`src/rtl/spi_mem_host.sv`:
```
// SPI mode-0 master issuing single-lane memory write/read frames (cmd, addr, dummy, data).
// One request per frame through a valid/ready port; read data returns on a one-cycle strobe.
module spi_mem_host #(
    parameter int unsigned CLK_DIV      = 2,
    parameter int unsigned DUMMY_CYCLES = 32,
    parameter logic [7:0]  WR_CMD       = 8'h02,
    parameter logic [7:0]  RD_CMD       = 8'h0B,
    parameter int unsigned CS_GAP       = 4
) (
    input  logic        clk_i,
    input  logic        rst_i,
    input  logic        req_valid_i,
    output logic        req_ready_o,
    input  logic        req_we_i,
    input  logic [31:0] req_addr_i,
    input  logic [31:0] req_wdata_i,
    output logic        rsp_valid_o,
    output logic [31:0] rsp_rdata_o,
    output logic        busy_o,
    output logic        spi_sclk_o,
    output logic        spi_cs_o,
    output logic        spi_sdo_o,
    input  logic        spi_sdi_i
);

    localparam int unsigned   DivW      = (CLK_DIV > 1) ? $clog2(CLK_DIV) : 1;
    localparam logic [DivW-1:0] DivLast = DivW'(CLK_DIV - 1);
    localparam logic [DivW-1:0] DivOne  = DivW'(1);
    localparam logic [6:0]    DummyLast = 7'(DUMMY_CYCLES - 1);
    localparam logic [6:0]    GapLast   = 7'(CS_GAP - 1);

    typedef enum logic [3:0] {
        StIdle, StCsSetup, StCmd, StAddr, StDummy, StRdata, StWdata, StCsHold, StGap
    } state_e;

    state_e            state_q;
    logic [DivW-1:0]   div_q;
    logic [6:0]        bit_q;
    logic              sclk_q;
    logic              cs_q;
    logic              ready_q;
    logic              busy_q;
    logic              rsp_valid_q;
    logic [31:0]       rdata_q;
    logic [31:0]       rx_q;
    logic [31:0]       tx_q;
    logic [31:0]       addr_q;
    logic [31:0]       wdata_q;
    logic              we_q;

    logic              div_last;
    logic              bit_last;
    state_e            next_shift;
    logic [31:0]       next_tx;

    always_comb begin
        div_last = (div_q == DivLast);
        unique case (state_q)
            StCmd:   bit_last = (bit_q == 7'd7);
            StDummy: bit_last = (bit_q == DummyLast);
            default: bit_last = (bit_q == 7'd31);
        endcase
    end

    // Field that follows the one being shifted, and the word it shifts out
    always_comb begin
        next_shift = StCsHold;
        next_tx    = 32'h0;
        unique case (state_q)
            StCmd: begin
                next_shift = StAddr;
                next_tx    = addr_q;
            end
            StAddr: begin
                if (we_q) begin
                    next_shift = StWdata;
                    next_tx    = wdata_q;
                end else begin
                    next_shift = (DUMMY_CYCLES == 0) ? StRdata : StDummy;
                end
            end
            StDummy: next_shift = StRdata;
            default: next_shift = StCsHold;
        endcase
    end

    always_ff @(posedge clk_i) begin
        if (rst_i) begin
            state_q     <= StIdle;
            div_q       <= '0;
            bit_q       <= '0;
            sclk_q      <= 1'b0;
            cs_q        <= 1'b1;
            ready_q     <= 1'b1;
            busy_q      <= 1'b0;
            rsp_valid_q <= 1'b0;
            rdata_q     <= 32'h0;
            rx_q        <= 32'h0;
            tx_q        <= 32'h0;
            addr_q      <= 32'h0;
            wdata_q     <= 32'h0;
            we_q        <= 1'b0;
        end else begin
            rsp_valid_q <= 1'b0;
            unique case (state_q)
                StIdle: begin
                    if (req_valid_i) begin
                        state_q <= StCsSetup;
                        ready_q <= 1'b0;
                        busy_q  <= 1'b1;
                        cs_q    <= 1'b0;
                        div_q   <= '0;
                        bit_q   <= '0;
                        we_q    <= req_we_i;
                        addr_q  <= req_addr_i;
                        wdata_q <= req_wdata_i;
                        tx_q    <= {req_we_i ? WR_CMD : RD_CMD, 24'h0};
                    end
                end
                StCsSetup: begin
                    if (div_last) begin
                        state_q <= StCmd;
                        div_q   <= '0;
                        bit_q   <= '0;
                    end else begin
                        div_q <= div_q + DivOne;
                    end
                end
                StCmd, StAddr, StDummy, StWdata, StRdata: begin
                    if (!div_last) begin
                        div_q <= div_q + DivOne;
                    end else begin
                        div_q <= '0;
                        if (!sclk_q) begin
                            sclk_q <= 1'b1;
                            if (state_q == StRdata) begin
                                rx_q <= {rx_q[30:0], spi_sdi_i};
                            end
                        end else begin
                            // Falling edge ends the bit; sdo moves to the next bit here
                            sclk_q <= 1'b0;
                            if (bit_last) begin
                                bit_q   <= '0;
                                state_q <= next_shift;
                                tx_q    <= next_tx;
                            end else begin
                                bit_q <= bit_q + 7'd1;
                                tx_q  <= {tx_q[30:0], 1'b0};
                            end
                        end
                    end
                end
                StCsHold: begin
                    if (div_last) begin
                        div_q       <= '0;
                        bit_q       <= '0;
                        cs_q        <= 1'b1;
                        rsp_valid_q <= 1'b1;
                        if (!we_q) begin
                            rdata_q <= rx_q;
                        end
                        if (CS_GAP == 0) begin
                            state_q <= StIdle;
                            ready_q <= 1'b1;
                            busy_q  <= 1'b0;
                        end else begin
                            state_q <= StGap;
                        end
                    end else begin
                        div_q <= div_q + DivOne;
                    end
                end
                StGap: begin
                    if (bit_q == GapLast) begin
                        state_q <= StIdle;
                        bit_q   <= '0;
                        ready_q <= 1'b1;
                        busy_q  <= 1'b0;
                    end else begin
                        bit_q <= bit_q + 7'd1;
                    end
                end
                default: state_q <= StIdle;
            endcase
        end
    end

    assign req_ready_o = ready_q;
    assign rsp_valid_o = rsp_valid_q;
    assign rsp_rdata_o = rdata_q;
    assign busy_o      = busy_q;
    assign spi_sclk_o  = sclk_q;
    assign spi_cs_o    = cs_q;
    assign spi_sdo_o   = tx_q[31];

endmodule

```
`config.mk`:
```
export PLATFORM = sky130hd
export DESIGN_NAME = spi_mem_host
export DESIGN_NICKNAME = d
export VERILOG_FILES = /design/src/rtl/spi_mem_host.sv
export SDC_FILE = /design/constraint.sdc
export NUM_CORES = 1
export LEC_CHECK = 0
export CAP_MARGIN = 5
export CORE_MARGIN = 1
export CORE_UTILIZATION = 49
export DETAILED_ROUTE_END_ITERATION = 12
export PLACE_DENSITY = 0.76
export SKIP_CTS_REPAIR_TIMING = 1
export SLEW_MARGIN = 25
export SYNTH_ARGS = -nofsm -noshare
export SYNTH_HDL_FRONTEND = slang
export SYNTH_SLANG_ARGS = --single-unit
```
`constraint.sdc`:
```
create_clock -name clk_i -period 1.97 [get_ports clk_i]
set_input_delay 0.394 -clock clk_i [delete_from_list [all_inputs] [get_ports clk_i]]
set_output_delay 0.394 -clock clk_i [all_outputs]
set_load 0.005 [all_outputs]
```
[Yosys cells after proc, flatten, opt, wreduce, memory -nomap -nowiden]
Index checks and enable logic that the tools add are counted.
Word-level totals
  logic and storage cells: 96
  bits in registers: 178
  output and inout port bits: 38
  input bits: 69
Operators by class
  bitwise logic cells: 3
  multiplexer cells: 38
  add/sub/neg operators: 2
  equal/unequal tests: 19
  reduce and logical (&&, ||, !) cells: 20
Operators by type and width (number)
  two-way mux 32 bit: 5
  one-hot mux 32 bit (2 select lines): 2
  two-way mux 7 bit: 6
  two-way mux 4 bit: 8
  one-hot mux 7 bit (4 select lines): 1
  one-hot mux 4 bit (5 select lines): 1
  equality test 4 x 3 -> 1 bit, second input constant: 4
  != test 2 bit, second input constant: 7
  two-way mux 1 bit: 9
  one-hot mux 3 bit (3 select lines): 1
  AND reduction 3 bit: 3
  equality test 4 x 2 -> 1 bit, second input constant: 2
  one-hot mux 1 bit (2 select lines): 4
  AND reduction 4 bit: 2
  nonzero test 2 bit: 4
  adder 7 x 1 -> 7 bit, second input constant: 1
  equality test 7 x 2 -> 1 bit, second input constant: 1
  equality test 7 x 3 -> 1 bit, second input constant: 1
  equality test 7 x 5 -> 1 bit, second input constant: 1
  AND reduction 7 bit: 1
  OR reduction 7 bit: 1
  AND reduction 2 bit: 3
  AND reduction 5 bit: 1
  OR reduction 5 bit: 1
  other kinds (9): 12

[Longest topological paths before layout]
Gate-level depths: netlist of the first run.
  depth in word-level cells: 6
  mapped depth: 9
  depth with buffers taken out: 6

[Worst setup path before layout of the first run]
Ideal clock, no wire load.
  path kind: register to register
  start point: register state_q[1]
  end point: register tx_q[23]
  buffers on the path: 1
  clock period less this slack: 2.067 ns
  setup slack: -0.097 ns
  data arrival time: 1.945 ns
  stages on the path, launching flop included: 7
  library setup time: 0.122 ns
  required time: 1.848 ns
  cells stage by stage: dfxtp_1 > nor4b_4 > mux2i_2 > and2_4 > nor2_8 > buf_6 > a221o_1
Between the ends
  word-level cells in the longest chain between the ends: 6
  elaborated cells on any way between the ends: 18
  classes of those cells: eq/ne: 8; mux: 6; reduce/logical: 4
RTL lines
  from (decl): line 36  | state_e state_q;
  from (signal assigned): line 89  | state_q <= StIdle;
  from (signal assigned): line 108  | state_q <= StCsSetup;
  from (signal assigned): line 122  | state_q <= StCmd;
  equality test 4 x 2 -> 1 bit, on equally long branches: line 69, 105, 58
  one-hot mux 32 bit (2 select lines) / two-way mux 1 bit (equally long branches)
  two-way mux 32 bit: line 142  | if (bit_last) begin
  two-way mux 32 bit: line 134  | if (!sclk_q) begin
  two-way mux 32 bit: line 130  | if (!div_last) begin
  one-hot mux 32 bit (2 select lines): line 105  | unique case (state_q)
  to (signal assigned): line 117  | tx_q <= {req_we_i ? WR_CMD : RD_CMD, 24'h0};
  to (signal assigned): line 145  | tx_q <= next_tx;
  to (signal assigned): line 148  | tx_q <= {tx_q[30:0], 1'b0};
  to (decl): line 46  | logic [31:0] tx_q;
Several ways; a longest one is shown, not always the timed one. The select of a mux whose other input is x is not followed.
A chain may end at the register's enable or synchronous reset.

[Final worst setup path of the first run]
  start point: register state_q[2]
  end point: register tx_q[17]
Same word-level chain as after synthesis.

==> impl_results.md, run 1 <==
* Status: completed
* Residual DRC count at 0
* Syn avg cell area at just over 8 um2
* Crit end category: register
* CP endpoint: tx_q[17]$_SDFFE_PP0P_
* Max frequency at between 500 and 600 MHz
* Layout cells sized above 1 at 0.1257
* I/O Buffers at 106
* Area share of the largest cell type after synthesis at 0.4986
* Pin count of the biggest net entering global routing at 146
* DIE WIDTH at 122.8 um
* Post-Synthesis Cell Area at 0.007147 mm2
* Max rail drop VDD at 644.1 uV
* Register area share after synthesis at 0.4986
* Arrival time worst endpoint at 2.27 ns
* Mapped Cells at 878
* Ys Warns at 0
* Placed cells at approximately 1100
* Tot GR Track Use at 0.2249
* N_diodes at 0
* Initial antenna violation count at 0
* Worst Path Max Fanout at 14
* Avg WL per Cell at 14.06 um
* GP Congestion at 0.8668
* Synth top area cells: dfxtp_1, nand2_1, a21oi_1, a221o_1, clkbuf_1
* Worst Setup SP: state_q[2]$_SDFFE_PP0P_
* Ports at 107
* Cell taking the most area after synthesis: dfxtp_1
* DR iter-0 viols at 498
* Final HPWL DP at 10.85 mm
* Bufs on Longest Clock Path at 2
* Fin util at 0.6664
* Reg2Reg Depth at 6
* Die area at about 0.015 mm2
* Pwr dens at roughly 1100 mW/mm2
* Max-cap viol count at 0
* Setup CP Type: reg -> reg
* Synth async-reset ratio at 0
* Reg2Reg Capture Point: tx_q[17]$_SDFFE_PP0P_
* Crit path required time at 2.27 ns
* Period utilisation layout at 0.9979
* Final std cells w/o fill at 1190
* Setup Viol. Count Final at 0
* Vias in the first global route at 5613
* Crit start category: register
* Final Hold Vio Count at 0
* Synth cell types at 56
* Post-synth EDFFs at 0
* Hold Path Class: in -> reg
* TritonCTS buffer count at 17
* Core ar. at 0.01404 mm2
* Congestion Overflow GR at 0
* Die Span Y at 122.8 um
* Root Buffer: clkbuf_16
* Leak at 3.369 nW
* Vias/cell at between 5 and 6
* Max Clock Skew at 0.006460 ns
* Area grow syn2layout at 30.93%
* Nets at 1069
* First-pass GRT wire length at between 20 and 30 mm
* RSZ-0062 raised after global routing: true
* Total Wirelength at approximately 17 mm
* Fill cell count at 1149
* Worst-Skew Late Latency at about 0.42 ns
* Syn Nets at 948
* #FFs+latches synth at 178
* Max-slew headroom at 0.5835
* Via count at 6377
* Ys flop type: dfxtp_1
* Transition time of the tightest slew-check pin at 0.6247 ns
* Final slew viol count at 0
* Cell Rows at 43
* H-tree level count at 4
* First-pass DRT Iterations at 6
* # clock sinks at 178
* Reg clk slew, reported paths at 0.06 ns
* Min Tclk post-route at 1.966 ns
* R2R setup slack at 0.004 ns
* Initial cell density of the core at 0.5090
* DRT antenna net count at 0
* CTS tree: done
* Critical R2R Launch: state_q[2]$_SDFFE_PP0P_
-- layout by cell type, fill, tap and decap left out, types with 2 or more instances in the layout --
master             n
nor4_1             2
nand2b_1           7
clkdlybuf4s50_1  105
mux2i_1            2
or3_1              5
o21ai_0            3
dfxtp_2            3
a22oi_1            7
buf_4             51
nand3b_1           2
nor3_1             5
a21oi_1          160
o211ai_1           2
or2_2              2
nor2_1            43
a221o_1           28
nor4b_4            2
inv_1              2
clkbuf_1           4
a211oi_1           2
dfxtp_4            3
clkinv_2           2
a31oi_1            6
o221a_2            2
buf_12             9
clkbuf_16         18
nor3_4             2
dfxtp_1          172
clkbuf_8           5
a21oi_2            2
nand3_1           14
nor2b_1           25
or4_1              2
and2_4             2
nand2_1          274
-- cell usage after synthesis, types with 2 or more instances --
cell	instances
nand2_1	275
dfxtp_1	178
a21oi_1	162
clkbuf_1	46
nor2_1	44
a221o_1	28
nor2b_1	25
nand3_1	14
buf_4	8
a22oi_1	7
nand2b_1	7
a31oi_1	6
buf_2	6
buf_6	5
nor3_1	5
or3_1	5
nor4_1	3
o21ai_0	3
a211oi_1	2
and2_1	2
and3_1	2
inv_1	2
mux2i_1	2
nand3b_1	2
nor3_2	2
nor4b_4	2
o211ai_1	2
o211ai_2	2
o221a_2	2
or2_2	2
or4_1	2
-- layout make-up --
class / count / area, um2 / share of cell area
sequential: 178 / 3578 / 0.3824
timing repair buffer: 168 / 1655 / 0.1769
inverter: 2 / 7.507 / 0.0008022
multi-input combinational: 632 / 3333 / 0.3562
clock inverter: 4 / 48.80 / 0.005215
clock buffer: 26 / 509.2 / 0.05442
tap: 180 / 225.2 / 0.02407
-- sequential cells by signal (all words and copies together) (netlist names) --
register,flops
div_last,1
rsp_rdata_o,32
rx_q,32
addr_q,32
spi_sclk_o,1
rsp_valid_o,1
wdata_q,32
tx_q,32
bit_q,7
req_ready_o,1
state_q,4
spi_cs_o,1
busy_o,1
we_q,1
-- routing by layer --
metal,track usage,wire [um],part of all wire
met5,0,0,0
met4,0.06021,139,0.0083
met3,0.05019,737,0.044
met2,0.3536,7929,0.47
met1,0.3095,7925,0.47
-- through the flow --
step           hold slack [ns]  setup TNS [ns]  setup WS (ns)  power [mW]  area (um2)
3_3_place_gp            0.4386          -15.27        -0.5162       6.578        8627
3_5_place_dp            0.4428          -15.10        -0.5177       6.611        8627
5_1_grt                 0.3795         -0.6553       -0.04497       10.44        9358
4_1_cts                 0.3614          -8.234        -0.2784       9.774        9185
6_report                0.3904               0       0.004106       9.923        9358
2_1_floorplan           0.4318         -0.1319      -0.006597       5.750        7159
-- worst min path at each step --
stage                                       start  depth (start not counted)  slack [ns]                        to
after detailed placement  addr_q[22]$_SDFFE_PP0P_                          2        0.44   addr_q[22]$_SDFFE_PP0P_
after CTS                                   rst_i                          3        0.36  wdata_q[27]$_SDFFE_PP0P_
final                                       rst_i                          3        0.39      tx_q[0]$_SDFFE_PP0P_
after global placement     addr_q[3]$_SDFFE_PP0P_                          2        0.44    addr_q[3]$_SDFFE_PP0P_
after global routing                        rst_i                          3        0.38      tx_q[0]$_SDFFE_PP0P_
after floorplan           addr_q[10]$_SDFFE_PP0P_                          2        0.43   addr_q[10]$_SDFFE_PP0P_
-- worst max-delay path, stage by stage, from the launching register on --
cell	delay (ns)
dfxtp_4	0.37
nor4b_4	0.37
mux2i_4	0.37
and2_4	0.23
nor2_8	0.04
buf_12	0.14
a221o_1	0.33
-- kinds of logic (layout without fill, tap and decap cells) --
logic type	Yosys count	after routing	synth area share
AND/OR/NAND/NOR	403	403	0.2532
multiplexers	4	4	0.006302
buffers and inverters	68	200	0.04622
AO/OA/AOI/OAI	224	224	0.1940
adder cells (fa/ha/maj)	1	1	0.001750
flip-flops	178	178	0.4986
-- power breakdown --
group          total [mW]  switching, mW  internal [mW]
logic                2.58           1.41           1.17
clock network        3.19           1.30           1.90
registers            4.15          0.218           3.93
(Power assumes the default switching activity.)
==> run 2, diff against run 1 <==
Settings changed: CORE_UTILIZATION 49 to 55, DONT_BUFFER_PORTS from default to 1, PLACE_DENSITY 0.76 to 0.73.
==> run 2 against run 1 <==
  * The flow now finishes with violations (negative setup slack)
  * First-iteration DRC count down 13%
  * Sequential power barely moved
  * Combinational power is 15% lower
  * Die area is 11% lower
  * Routed wire length shrank 6.1%
  * Worst hold slack worse by 0.36 ns
  * Core utilization decreased by 2.5 points
  * Critical endpoint is now tx_q[15]$_SDFFE_PP0P_
  * Largest cell class unchanged
  * Highest routed layer unchanged
==> impl_results.md, run 2 (synthesis results as in run 1) <==
* Commonest non-fill, non-tap cell in the layout: nand2_1
* First-pass GRT wire length at 24.87 mm (-7.4%)
* Fin Hold WS at 0.03283 ns (-0.3575 ns)
* Initial antenna violation count at 0 (unchanged)
* Area grow syn2layout at 13.29%
* Internal power at 6.605 mW (-5.7%)
* Sw Ratio at 0.3118 (+0.01749)
* Fill cell count at 1067 (-7.1%)
* Vias in the first global route at 5311 (-5.4%)
* Transition time of the tightest slew-check pin at 0.3995 ns (-0.2252 ns)
* Worst setup margin at -0.04282 ns (-0.04693 ns)
* Hold Path Class: in -> reg
* Final Hold Vio Count at 0 (unchanged)
* Final HPWL DP at 9.913 mm (-8.7%)
* Die area at 0.01345 mm2 (-11%)
* Most frequent cells in the layout: nand2_1, dfxtp_1, a21oi_1
* DRT antenna net count at 0 (unchanged)
* Setup CP Type: reg -> reg
* Max Clock Skew at 0.006857 ns (+0.0003974 ns)
* I/O Buffers at 0 (-100%)
* Clk pwr share at 0.339 (+0.017)
* Post-DP Area at 0.007408 mm2 (-14%)
* Period utilisation layout at 1.022 (+0.02382)
* N_diodes at 0 (unchanged)
* Post-route design area at 0.008097 mm2 (-13%)
* Avg WL per Cell at 14.86 um (+5.7%)
* Total Wirelength at 15.71 mm (-6.1%)
* Reg clk slew, reported paths at 0.07 ns (about the same)
* DIE WIDTH at 116.0 um (-5.5%)
* Fin util at 0.6416 (-0.02482)
* Pre-CTS WS at -0.2865 ns (+0.2311 ns)
* Bufs on Longest Clock Path at 2 (unchanged)
* Worst Path Max Fanout at 27 (+13)
* Core ar. at 0.01262 mm2 (-10%)
* # clock sinks at 178 (unchanged)
* Via count at 5913 (-7.3%)
* Crit end category: register
* CTS tree: done
* Crit start category: register
* Congestion Overflow GR at 0 (unchanged)
* Cell Rows at 41 (-4.7%)
* First-pass DRT Iterations at 5 (-1)
* Pin count of the biggest net entering global routing at 156 (+6.8%)
* Ports at 107 (unchanged)
* Layout cells sized above 1 at 0.1288 (+0.003071)
* Die Span Y at 116.0 um (-5.5%)
* Initial cell density of the core at 0.5663 (+0.05737)
* Max rail drop VDD at 693.7 uV (+7.7%)
* Crit path required time at 2.29 ns (+0.02 ns)
* Max frequency at 496.8 MHz (-2.3%)
* Sequential power share at 0.434 (+0.016)
* TritonCTS buffer count at 17 (unchanged)
* Pwr dens at 1185 mW/mm2 (+12%)
* Status: finished with violations
* Min Tclk post-route at 2.013 ns (+0.04693 ns)
* Switching Power at 2.992 mW (+2.5%)
* Worst-Skew Late Latency at 0.43 ns (about the same)
* Final setup TNS at -0.4923 ns (-0.4923 ns)
* Register area at 0.003576 mm2 (about the same)
* Max-slew headroom at 0.7316 (+0.1481)
* Tot GR Track Use at 0.2365 (+0.01163)
* Leak at 2.839 nW (-16%)
* Setup Viol. Count Final at 24 (+24)
* Nets at 943 (-12%)
* Max-cap viol count at 0 (unchanged)
* Combinational share of power at 0.228 (-0.032)
* H-tree level count at 4 (unchanged)
* Final slew viol count at 0 (unchanged)
* GP Congestion at 0.8733 (+0.75%)
* Root Buffer: clkbuf_16
* Residual DRC count at 0 (unchanged)
* Area occupied by multi-input gates at 0.003349 mm2 (+0.49%)
* DR iter-0 viols at 431 (-13%)
* RSZ-0062 raised after global routing: true
* Violated checks: negative setup slack
* Vias/cell at 5.594 (+4.4%)
* Arrival time worst endpoint at 2.33 ns (+0.06 ns)
## run 2: changes by cell type in the layout (fill, tap and decap cells not counted), moves of 3 or more
cell             previous run  this run
clkdlybuf4s50_1           105         0
clkbuf_8                    5         1
clkinvlp_4                  0         4
clkbuf_1                    4         0
buf_12                      9         6
buf_4                      51        34
inv_6                       0         3
## run 2: path summary, 6_finish.rpt
| path | startpoint | endpoint | slack (ns) | depth (start not counted) |
|---|---|---|---|---|
| worst max-delay path | state_q[2]$_SDFFE_PP0P_ | tx_q[15]$_SDFFE_PP0P_ | -0.04 | 5 |
| worst min-delay path | rst_i | bit_q[6]$_SDFFE_PP0P_ | 0.03 | 1 |
| worst max register to register | state_q[2]$_SDFFE_PP0P_ | tx_q[15]$_SDFFE_PP0P_ | -0.04 | 5 |
| worst min register to register | addr_q[5]$_SDFFE_PP0P_ | addr_q[5]$_SDFFE_PP0P_ | 0.45 | 2 |
## run 2: area by class of cell
type                       count  area share
multi-input combinational    633      0.4137
timing repair buffer          41     0.04698
clock inverter                13     0.01592
tap                          172     0.02658
inverter                       2   0.0009272
clock buffer                  18     0.05424
sequential                   178      0.4417
## run 2: power by group through the flow
stage	combinational, mW	clock [mW]	sequential, mW
3_5_place_dp	2.05	0	4.23
2_1_floorplan	1.60	0	4.15
5_1_grt	2.42	3.46	4.20
6_report	2.19	3.25	4.16
4_1_cts	2.06	3.29	4.15
3_3_place_gp	1.98	0	4.21
## run 2: critical path, cell delays in order (launching register included)
cell	delay [ns]
dfxtp_4	0.37
nor4b_4	0.42
mux2i_4	0.41
and2_4	0.25
nor2_8	0.08
a221o_1	0.36
## run 2: through the flow
step / total power, mW / std cells
final: 9.596 / 1057
after CTS: 9.502 / 1050
after floorplan: 5.750 / 878
after global placement: 6.190 / 1019
after detailed placement: 6.278 / 1019
after global routing: 10.08 / 1057
## run 2: metal layers
layer,up-vias,GRT usage,share of wire
met5,-,0,0
met4,0,0.09573,0.013
met3,21,0.06747,0.060
met2,160,0.3766,0.47
met1,2765,0.3020,0.45
li1,2967,-,-
==> run 3, diff against run 2 <==
Settings changed: REMOVE_ABC_BUFFERS from default to 1.
==> run 3 against run 2 <==
  * The run now ends clean
  * Sequential power is essentially flat
  * Cell area grew 1.4%
  * Total power grew 5.3%
  * First-iteration DRC count shrank 7.4%
  * Register-to-register slack gained 0.05 ns
  * Worst hold slack gained 0.0015 ns
  * Fmax grew 2.8%
  * Largest cell class unchanged
==> impl_results.md, run 3 (synthesis results as in run 1) <==
* DR iter-0 viols at 399 (-7.4%)
* Avg WL per Cell at 15.24 um (+2.6%)
* Critical Path Most Common Cell: or3_4
* Final slew viol count at 0 (unchanged)
* Root Buffer: clkbuf_16
* DIE WIDTH at 116.0 um (unchanged)
* Cell Rows at 41 (unchanged)
* Layout cells sized above 1 at 0.1309 (+0.002112)
* Ports at 107 (unchanged)
* Max Clock Skew at 0.01055 ns (+0.003688 ns)
* Crit path max-delay cell type: or3_4
* Congestion Overflow GR at 0 (unchanged)
* Crit end category: register
* Crit path cell chain: buf_6, nor4b_4, a31oi_2, or3_4, or3_4, a21oi_2
* Register area at 0.003575 mm2 (about the same)
* M1 GR Usage at 0.3049 (+0.002852)
* Total Wirelength at 16.13 mm (+2.7%)
* Reg clk slew, reported paths at 0.06 ns (about the same)
* Bufs on Longest Clock Path at 2 (unchanged)
* Max frequency at 510.7 MHz (+2.8%)
* Pwr dens at 1231 mW/mm2 (+3.9%)
* Crit start category: register
* Vias/cell at 5.639 (+0.80%)
* Area grow syn2layout at 14.85%
* Die area at 0.01345 mm2 (unchanged)
* Arrival time worst endpoint at 2.32 ns (about the same)
* I/O Buffers at 0 (unchanged)
* Pin count of the biggest net entering global routing at 156 (unchanged)
* CTS tree: done
* First-pass DRT Iterations at 5 (unchanged)
* Leak at 2.894 nW (+2.0%)
* Area occupied by multi-input gates at 0.003328 mm2 (-0.64%)
* Max rail drop VDD at 627.0 uV (-9.6%)
* Final Hold Vio Count at 0 (unchanged)
* Crit-path max cell delay at 0.43 ns (about the same)
* GR peak layer: met2
* Status: completed
* Worst Path Max Fanout at 6 (-78%)
* Most frequent cells in the layout: nand2_1, dfxtp_1, a21oi_1
* Total chip power at 10.11 mW (+5.3%)
* Tot GR Track Use at 0.2438 (+0.007288)
* Crit path required time at 2.33 ns (+0.04 ns)
* Initial cell density of the core at 0.5663 (unchanged)
* Setup Viol. Count Final at 0 (-100%)
* Setup CP Type: reg -> reg
* Die Span Y at 116.0 um (unchanged)
* Max-cap viol count at 0 (unchanged)
* Final HPWL DP at 10.07 mm (+1.6%)
* First-pass GRT wire length at 25.81 mm (+3.7%)
* Reg2Reg Depth at 6 (+1)
* Transition time of the tightest slew-check pin at 0.4019 ns (+0.002440 ns)
* Residual DRC count at 0 (unchanged)
* Worst-Skew Late Latency at 0.43 ns (about the same)
* Nets at 943 (unchanged)
* Period utilisation layout at 0.9939 (-0.02781)
* GP Congestion at 0.8371 (-4.1%)
* Fill cell count at 1080 (+1.2%)
* Post-route design area at 0.008208 mm2 (+1.4%)
* N_diodes at 0 (unchanged)
* # clock sinks at 178 (unchanged)
* RSZ-0062 raised after global routing: true
* Post-DP Area at 0.007431 mm2 (+0.30%)
* Initial antenna violation count at 0 (unchanged)
* Vias in the first global route at 5440 (+2.4%)
* M2 GR Usage at 0.3960 (+0.01944)
* Min Tclk post-route at 1.958 ns (-0.05478 ns)
* Core ar. at 0.01262 mm2 (unchanged)
* Hold Path Class: in -> reg
* Commonest non-fill, non-tap cell in the layout: nand2_1
* H-tree level count at 4 (unchanged)
* Max-slew headroom at 0.7300 (-0.001639)
* Hold depth at 1 (unchanged)
* Grt met3 use at 0.06328 (-0.004184)
* Fin util at 0.6504 (+0.008825)
* Via count at 5966 (+0.90%)
* TritonCTS buffer count at 17 (unchanged)
* DRT antenna net count at 0 (unchanged)
-- run 3: changes by cell type in the layout (fill, tap and decap cells not counted), sizes merged --
| cell | previous run | this run |
|---|---|---|
| clkinvlp | 4 | 3 |
| inv | 6 | 7 |
| buf | 40 | 41 |
| nor2 | 47 | 46 |
| clkinv | 4 | 1 |
| bufinv | 1 | 5 |
-- run 3: per-stage QoR --
step / setup TNS (ns) / hold slack, ns / std cells / setup WS [ns]
floorplan: -154.37 / 0.4257 / 812 / -1.820
global route: -0.8404 / 0.01698 / 1058 / -0.06459
finish: 0 / 0.03435 / 1058 / 0.01196
detailed placement: 0 / 0.4372 / 1022 / 0.004301
CTS: -0.1675 / 0.02876 / 1054 / -0.07228
global placement: 0 / 0.4346 / 1022 / 0.05490
-- run 3: where the power goes --
group | leakage, nW | switching (mW) | internal, mW
Clock | 0.309 | 1.44 | 2.27
Sequential | 1.45 | 0.217 | 3.93
Combinational | 1.14 | 1.29 | 0.955
Total | 2.89 | 2.95 | 7.16
-- run 3: worst max-delay path, delay by kind of cell, from the launching register on --
family | cells | cell delay [ns]
compound gates | 2 | 0.23
buf+inv | 1 | 0.12
flops | 1 | 0.37
simple gates | 3 | 1.16
-- run 3: cell type report --
class                           count  area share
Multi-Input combinational cell    632      0.4055
Sequential cell                   178      0.4355
Clock buffer                       18     0.05229
Tap cell                          172     0.02622
Clock inverter                     14     0.02744
Inverter                            2   0.0009146
Timing Repair Buffer               42     0.05213
-- run 3: final timing paths --
check / start / end / slack, ns
worst max register to register: state_q[0]$_SDFFE_PP0P_ / tx_q[0]$_SDFFE_PP0P_ / 0.01
worst min register to register: addr_q[1]$_SDFFE_PP0P_ / addr_q[1]$_SDFFE_PP0P_ / 0.45
worst max-delay path: state_q[0]$_SDFFE_PP0P_ / tx_q[0]$_SDFFE_PP0P_ / 0.01
worst min-delay path: rst_i / addr_q[10]$_SDFFE_PP0P_ / 0.03
-- run 3: per-layer routing --
layer	share of wire	vias up
met5	0	-
met4	0.023	0
li1	-	2976
met1	0.44	2825
met3	0.057	26
met2	0.48	139
